[config.mk]
export PLATFORM = sky130hd
export DESIGN_NAME = tagged_stream_dispatcher
export DESIGN_NICKNAME = d
export VERILOG_FILES = /design/src/rtl/tagged_stream_dispatcher.sv
export SDC_FILE = /design/constraint.sdc
export NUM_CORES = 2
export LEC_CHECK = 0
export CAP_MARGIN = 0
export CELL_PAD_IN_SITES_DETAIL_PLACEMENT = 0
export CELL_PAD_IN_SITES_GLOBAL_PLACEMENT = 1
export CORE_AREA = 2 2 481 483
export DETAILED_ROUTE_END_ITERATION = 7
export DIE_AREA = 0 0 483 485
export DONT_BUFFER_PORTS = 1
export PLACE_DENSITY = 0.3
export SYNTH_ARGS = -nofsm -noshare
export SYNTH_HDL_FRONTEND = slang
export SYNTH_SLANG_ARGS = --single-unit
[constraint.sdc]
create_clock -name clk -period 28.1 [get_ports clk]
set_clock_uncertainty 0.1 [all_clocks]
set_input_delay 5.62 -clock clk [delete_from_list [all_inputs] [get_ports clk]]
set_output_delay 5.62 -clock clk [all_outputs]
set_load 0.01 [all_outputs]
[src/rtl/tagged_stream_dispatcher.sv]
// Tags an untagged beat stream per packet for the tagged crossbar: round-robin or explicit
// destination, tag held for a whole packet, one-slice registered output.
module tagged_stream_dispatcher #(
    parameter int unsigned DATA_WIDTH  = 512,
    parameter int unsigned KEEP_WIDTH  = DATA_WIDTH / 8,
    parameter int unsigned NUM_OUTPUTS = 4,
    parameter int unsigned TAG_WIDTH   = $clog2(NUM_OUTPUTS),
    parameter int unsigned MODE        = 0
) (
    input  logic                   clk,
    input  logic                   rst,
    input  logic [NUM_OUTPUTS-1:0] cfg_dest_mask,
    input  logic [TAG_WIDTH-1:0]   sel_tag,
    input  logic [DATA_WIDTH-1:0]  in_data,
    input  logic [KEEP_WIDTH-1:0]  in_keep,
    input  logic                   in_last,
    input  logic                   in_valid,
    output logic                   in_ready,
    output logic [DATA_WIDTH-1:0]  out_data,
    output logic [TAG_WIDTH-1:0]   out_tag,
    output logic [KEEP_WIDTH-1:0]  out_keep,
    output logic                   out_last,
    output logic                   out_valid,
    input  logic                   out_ready,
    output logic [31:0]            pkt_count,
    output logic [31:0]            drop_count
);

    typedef enum logic [1:0] {IDLE, FWD, DROP} state_t;

    state_t               state, state_nx;
    logic [TAG_WIDTH-1:0] cur_tag, cur_tag_nx;
    logic [TAG_WIDTH-1:0] rr_ptr, rr_ptr_nx;
    logic [TAG_WIDTH-1:0] pick, idle_tag, beat_tag;
    logic                 pick_ok, sel_ok, idle_ok;
    logic                 slot_free, fwd_beat, pkt_end, drop_end;

    function automatic logic [TAG_WIDTH-1:0] next_ptr(input logic [TAG_WIDTH-1:0] t);
        if (32'(t) + 32'd1 >= NUM_OUTPUTS) return '0;
        return t + TAG_WIDTH'(1);
    endfunction

    assign slot_free = !out_valid || out_ready;

    // First enabled destination at or after rr_ptr, wrapping circularly
    always_comb begin
        int unsigned pos;
        logic        hit;
        pick    = '0;
        pick_ok = 1'b0;
        pos     = 0;
        hit     = 1'b0;
        for (int unsigned i = 0; i < NUM_OUTPUTS; i++) begin
            pos = 32'(rr_ptr) + i;
            if (pos >= NUM_OUTPUTS) pos = pos - NUM_OUTPUTS;
            hit = 1'b0;
            for (int unsigned j = 0; j < NUM_OUTPUTS; j++) begin
                if (j == pos) hit = cfg_dest_mask[j];
            end
            if (!pick_ok && hit) begin
                pick    = TAG_WIDTH'(pos);
                pick_ok = 1'b1;
            end
        end
    end

    // Explicit tag is usable only if in range and enabled
    always_comb begin
        sel_ok = 1'b0;
        for (int unsigned i = 0; i < NUM_OUTPUTS; i++) begin
            if (sel_tag == TAG_WIDTH'(i) && cfg_dest_mask[i]) sel_ok = 1'b1;
        end
    end

    assign idle_tag = (MODE == 0) ? pick : sel_tag;
    assign idle_ok  = (MODE == 0) ? pick_ok : sel_ok;

    // Next-state, handshake and bookkeeping strobes
    always_comb begin
        state_nx   = state;
        cur_tag_nx = cur_tag;
        rr_ptr_nx  = rr_ptr;
        in_ready   = 1'b0;
        fwd_beat   = 1'b0;
        pkt_end    = 1'b0;
        drop_end   = 1'b0;
        beat_tag   = cur_tag;
        case (state)
            IDLE: begin
                if (idle_ok) begin
                    in_ready = slot_free;
                    fwd_beat = in_valid && slot_free;
                    beat_tag = idle_tag;
                    if (fwd_beat) begin
                        if (in_last) begin
                            pkt_end = 1'b1;
                            if (MODE == 0) rr_ptr_nx = next_ptr(idle_tag);
                        end else begin
                            state_nx   = FWD;
                            cur_tag_nx = idle_tag;
                        end
                    end
                end else if (MODE != 0) begin
                    in_ready = 1'b1;
                    if (in_valid) begin
                        if (in_last) drop_end = 1'b1;
                        else         state_nx = DROP;
                    end
                end
            end
            FWD: begin
                in_ready = slot_free;
                fwd_beat = in_valid && slot_free;
                if (fwd_beat && in_last) begin
                    state_nx = IDLE;
                    pkt_end  = 1'b1;
                    if (MODE == 0) rr_ptr_nx = next_ptr(cur_tag);
                end
            end
            DROP: begin
                in_ready = 1'b1;
                if (in_valid && in_last) begin
                    state_nx = IDLE;
                    drop_end = 1'b1;
                end
            end
            default: state_nx = IDLE;
        endcase
        if (rst) in_ready = 1'b0;
    end

    always_ff @(posedge clk or posedge rst) begin
        if (rst) begin
            state   <= IDLE;
            cur_tag <= '0;
            rr_ptr  <= '0;
        end else begin
            state   <= state_nx;
            cur_tag <= cur_tag_nx;
            rr_ptr  <= rr_ptr_nx;
        end
    end

    // Output slice: loads only when the slot is free, so fields hold while stalled
    always_ff @(posedge clk or posedge rst) begin
        if (rst) begin
            out_valid <= 1'b0;
            out_data  <= '0;
            out_tag   <= '0;
            out_keep  <= '0;
            out_last  <= 1'b0;
        end else if (fwd_beat) begin
            out_valid <= 1'b1;
            out_data  <= in_data;
            out_tag   <= beat_tag;
            out_keep  <= in_keep;
            out_last  <= in_last;
        end else if (out_ready) begin
            out_valid <= 1'b0;
        end
    end

    always_ff @(posedge clk or posedge rst) begin
        if (rst) begin
            pkt_count  <= '0;
            drop_count <= '0;
        end else begin
            if (pkt_end)  pkt_count  <= pkt_count + 32'd1;
            if (drop_end) drop_count <= drop_count + 32'd1;
        end
    end

endmodule

### After elaboration in Yosys (flattened, before gate mapping)

Index checks and enable logic that the tools add are counted.

* bits in registers: 650
* word-level logic and storage cells: 138

* eq/ne operators: 20
* muxes and demuxes: 67
* $add $sub $neg: 13
* magnitude comparators: 6
* bitwise logic cells: 1
* reductions and logical operators: 21

Operators with widths (count)
* 2-bit by 32-bit == test with 1-bit output, first input constant: 8
* 1-bit by 32-bit == test with 1-bit output, first input constant: 4
* 32-bit logical NOT: 4
* 32-bit 2-to-1 mux: 4
* 32-bit by 1-bit adder with 32-bit output, second input constant: 2
* 1-bit 2-to-1 mux: 39
* 2-bit 2-to-1 mux: 19
* 3-bit greater-or-equal comparator, second input constant: 5
* 2-bit inequality test, second input constant: 6
* 3-bit by 3-bit subtractor with 4-bit output, second input constant: 3
* 5-bit AND reduction: 2
* 2-bit by 1-bit adder with 3-bit output, second input constant: 3
* 2-bit by 2-bit adder with 3-bit output, second input constant: 2
* 1-bit logical AND: 6
* 2-bit case mux with 3 select lines: 1
* 2-bit by 1-bit adder with 2-bit output, second input constant: 2
* 1-bit logical NOT: 4
* 1-bit case mux with 2 select lines: 2
* 2-bit case mux with 2 select lines: 1
* 4-bit AND reduction: 1
* 2-bit nonzero test: 2
* 2-bit by 3-bit subtractor with 4-bit output, second input constant: 1
* 2-bit by 3-bit greater-or-equal comparator with 1-bit output, second input constant: 1
* 1-bit case mux with 3 select lines: 1
* 5 further kinds: 5

### Depth between registers and ports, before layout

* depth after elaboration: 29
* gate-level depth with buffers: 11
* gate-level depth less buffers: 8

### Worst setup path before layout

Ideal clock, no wire load.

* path kind: input-to-output
* from: input port rst
* to: output port in_ready
* arrival time: 19.633 ns
* cell stages on the path: 2
* setup slack: 2.747 ns
* path buffers: 0
* cell sequence: inv_1 > o211a_1

* cells in the longest elaborated chain, start to end: 1

Ends and longest elaborated chain
* start: declaration: RTL line 11 `input logic rst,`
* 1-bit 2-to-1 mux: RTL line 129 `if (rst) in_ready = 1'b0;`
* end: declaration: RTL line 18 `output logic in_ready,`

No other way between the ends.

### Worst setup path after layout

* from: input port cfg_dest_mask[1]
* to: output port in_ready

* cells in the longest elaborated chain, start to end: 16
* elaborated cells between the ends (all ways): 25
* classes of those cells: mux: 19; reduce/logical: 6

Ends and longest elaborated chain
* start: declaration: RTL line 12 `input logic [NUM_OUTPUTS-1:0] cfg_dest_mask,`
* 1-bit 2-to-1 mux (3 in series): RTL line 58 `if (j == pos) hit = cfg_dest_mask[j];`
* 1-bit 2-to-1 mux: RTL line 60 `if (!pick_ok && hit) begin`
* 1-bit logical NOT: RTL line 60
* 1-bit logical AND: RTL line 60
* 1-bit 2-to-1 mux: RTL line 60
* 1-bit logical NOT: RTL line 60
* 1-bit logical AND: RTL line 60
* 1-bit 2-to-1 mux: RTL line 60
* 1-bit logical NOT: RTL line 60
* 1-bit logical AND: RTL line 60
* 1-bit 2-to-1 mux (*): RTL line 60
* 1-bit 2-to-1 mux (*): RTL line 90 `if (idle_ok) begin`
* 1-bit case mux with 3 select lines (*): RTL line 88 `case (state)`
* 1-bit 2-to-1 mux (*): RTL line 129

Mark *: on every way between the ends. The rest lies on a longest branch, timed or not.

==> metrics.cfg <==
[critical_path]
arrival_ns=7.17
r2r_start=rr_ptr[0]
cp-end-kind=output port
worst-setup-path-type=input port to output port
cp_num_buf_inv=0
cp_slowest_cell=or4_1
worstPathMaxFanout=10
rr_worst_depth=12
r2r_end=out_data[383]
rrSetupSlack_ns=21.22
crit_top_cell=a211oi_1
cp_cell_sequence=a211oi_1 > a211oi_1 > or4_1 > o211a_1
cp_top_family=compound AO/OA/AOI/OAI gates
worstPathRequired_ns=22.38
max_stage_delay_ns=0.76
startpoint_type=input port

[cts]
cts.sinks=617
path_clk_slew_ns=0.06
h-tree-depth=3
postCtsSetupRepairBufs=0
insertion_delay_ns=0.69
root_buffer=clkbuf_16
hold_buffers=0
numCtsBuffers=82
clk_path_buf_depth=3
cts_resized=0
cts_tree=yes

[route]
ant_nets=0
drc=0
vias=13300
firstDrtPassIters=4
drt-total-wl_um=120000
drt_iter0_markers=454
routedWlPerCell_um=25.7
viasPerCell=2.85

[grt]
grt_start_max_net_pins=129
antenna_found_initial=150
grt_pass1_wl_um=154000
first_global_vias=14100
grt_overflow=0
grt_usage=0.0991

[floorplan]
die_x_um=483
io_pins=1232
start_util=0.105
core_area_um2=229000
die-area_um2=234000
row_count=176
die_h_um=485

[sta]
maxSlewViolCount=0
fin_ws_ns=15.21
hold_violations=0
fin_tns_setup_ns=0
rsz0062_at_grt=false
clock.fmax_mhz=77.6
fin_crit_ns=12.89
setup-violations-final=0
worst_pin_slew_ns=1.17
fin_crit_sh=0.459
slew_headroom=0.218

[yosys]
netlist_area_um2=24100
synth_top_area_share=0.642
synth_seq_cells=617
async_flop_share=1.00
netlist-cell-type-count=43
syn_inst=1468
synth_top_flop_cell=dfrtp_1
synth_top_area_cell=dfrtp_1
synth_area_leaders=dfrtp_1 64%, mux2_2 27%, buf_6 2.9%, buf_4 1.0%, xnor2_1 0.58%
synth.most_common_cell=dfrtp_1
postSynthAreaPerCell_um2=16.4
seq_area_frac_synth=0.642
synthTopCellsByCount=617 x dfrtp_1, 578 x mux2_2, 63 x buf_6
yosysWarnings=0
synth_edf_count=0

[worst_hold_path]
hold_class=flop to flop
hp-start=cur_tag[0]
hold-path-cell-count=2
hold-path-endpoint=cur_tag[0]

[run]
drv_cap=0

[run_status]
status=finished, final reports clean

[placement]
dp_hpwl_um=98800
port_buffers=0
post-place-ws_ns=15.19
routabilityCongestion=0.812
postPlaceCellArea_um2=27200

[finish]
fin_util=0.131
area_growth_pct=24.9
nNetsFinal=2099
drive_gt1_frac=0.466
stdcell_area_um2=30100

[pwr]
p_per_area_nw_per_um2=106
leakagePower_nw=11.6
peakVddDrop_uv=44.0
power_mw=3.20

-- layout make-up --
class / count / area [um2]
inverters: 13 / 56.3
repair buffers: 19 / 168
flip-flops and latches: 617 / 15400
diodes: 59 / 148
clock buffers: 117 / 2340
clock inverters: 31 / 394
well taps: 3026 / 3790
multi-input cells: 770 / 7720
fillers: 25500 / 199000
-- placed cells by master, fill, tap and decap left out, drive strengths merged, types with 5 or more instances in the layout --
cell type	count
a211oi	9
nand4	5
buf	19
nor3	10
nor2	16
and3	7
nand2	21
xnor2	16
inv	17
nand3	8
diode	59
bufinv	5
clkbuf	117
ha	9
dfrtp	617
clkinv	19
xor2	16
conb	32
mux2	578
-- kinds of logic after synthesis --
kind of cell,count (synthesis),share of synthesized area
compound gates,33,0.0107
xor+xnor,32,0.0116
fa+ha+maj,9,0.00468
buf+inv,112,0.0423
flops,617,0.642
mux,579,0.271
other cells,1,0.000156
simple gates,85,0.0179
-- state kept, by name (all words and copies together), names as in the netlist --
register,cells
out_tag,2
out_keep,64
out_data,512
rr_ptr,2
pkt_count,32
cur_tag,2
out_valid,1
state,1
out_last,1
-- power by group --
group	switching (mW)	total, mW	internal (mW)
combinational	0.195	0.476	0.281
clock	0.443	1.07	0.630
sequential	0.480	1.65	1.17
-- metrics by stage --
| stage | std cells | hold slack [ns] |
|---|---|---|
| 2_1_floorplan | 1499 | 0.398 |
| 3_3_place_gp | 4445 | 0.442 |
| 6_report | 4652 | 0.460 |
| 5_1_grt | 4599 | 0.484 |
| 3_5_place_dp | 4445 | 0.454 |
| 4_1_cts | 4593 | 0.464 |
-- how the worst max path moves through the flow --
stage                     startpoint        to  slack [ns]  cells after the start
finish              cfg_dest_mask[1]  in_ready       15.21                      4
global route        cfg_dest_mask[1]  in_ready       15.11                      4
CTS                 cfg_dest_mask[1]  in_ready       15.19                      4
detailed placement  cfg_dest_mask[1]  in_ready       15.19                      4
global placement    cfg_dest_mask[1]  in_ready       15.08                      4
floorplan                        rst  in_ready        2.75                      2
-- worst min-delay path: cells and delay by family, from the launching register on --
kind               cells  cell delay (ns)
DFF                    1             0.40
AOI/OAI and AO/OA      1             0.06
and+or+nand+nor        1             0.06
-- layer usage --
metal / vias up / track usage / wire length (um)
li1: 5248 / - / -
met1: 6529 / 0.0871 / 35900
met2: 1066 / 0.174 / 60100
met3: 350 / 0.0726 / 19300
met4: 82 / 0.0333 / 3700
met5: - / 0 / 573
Power figures use the tool's default switching activity.
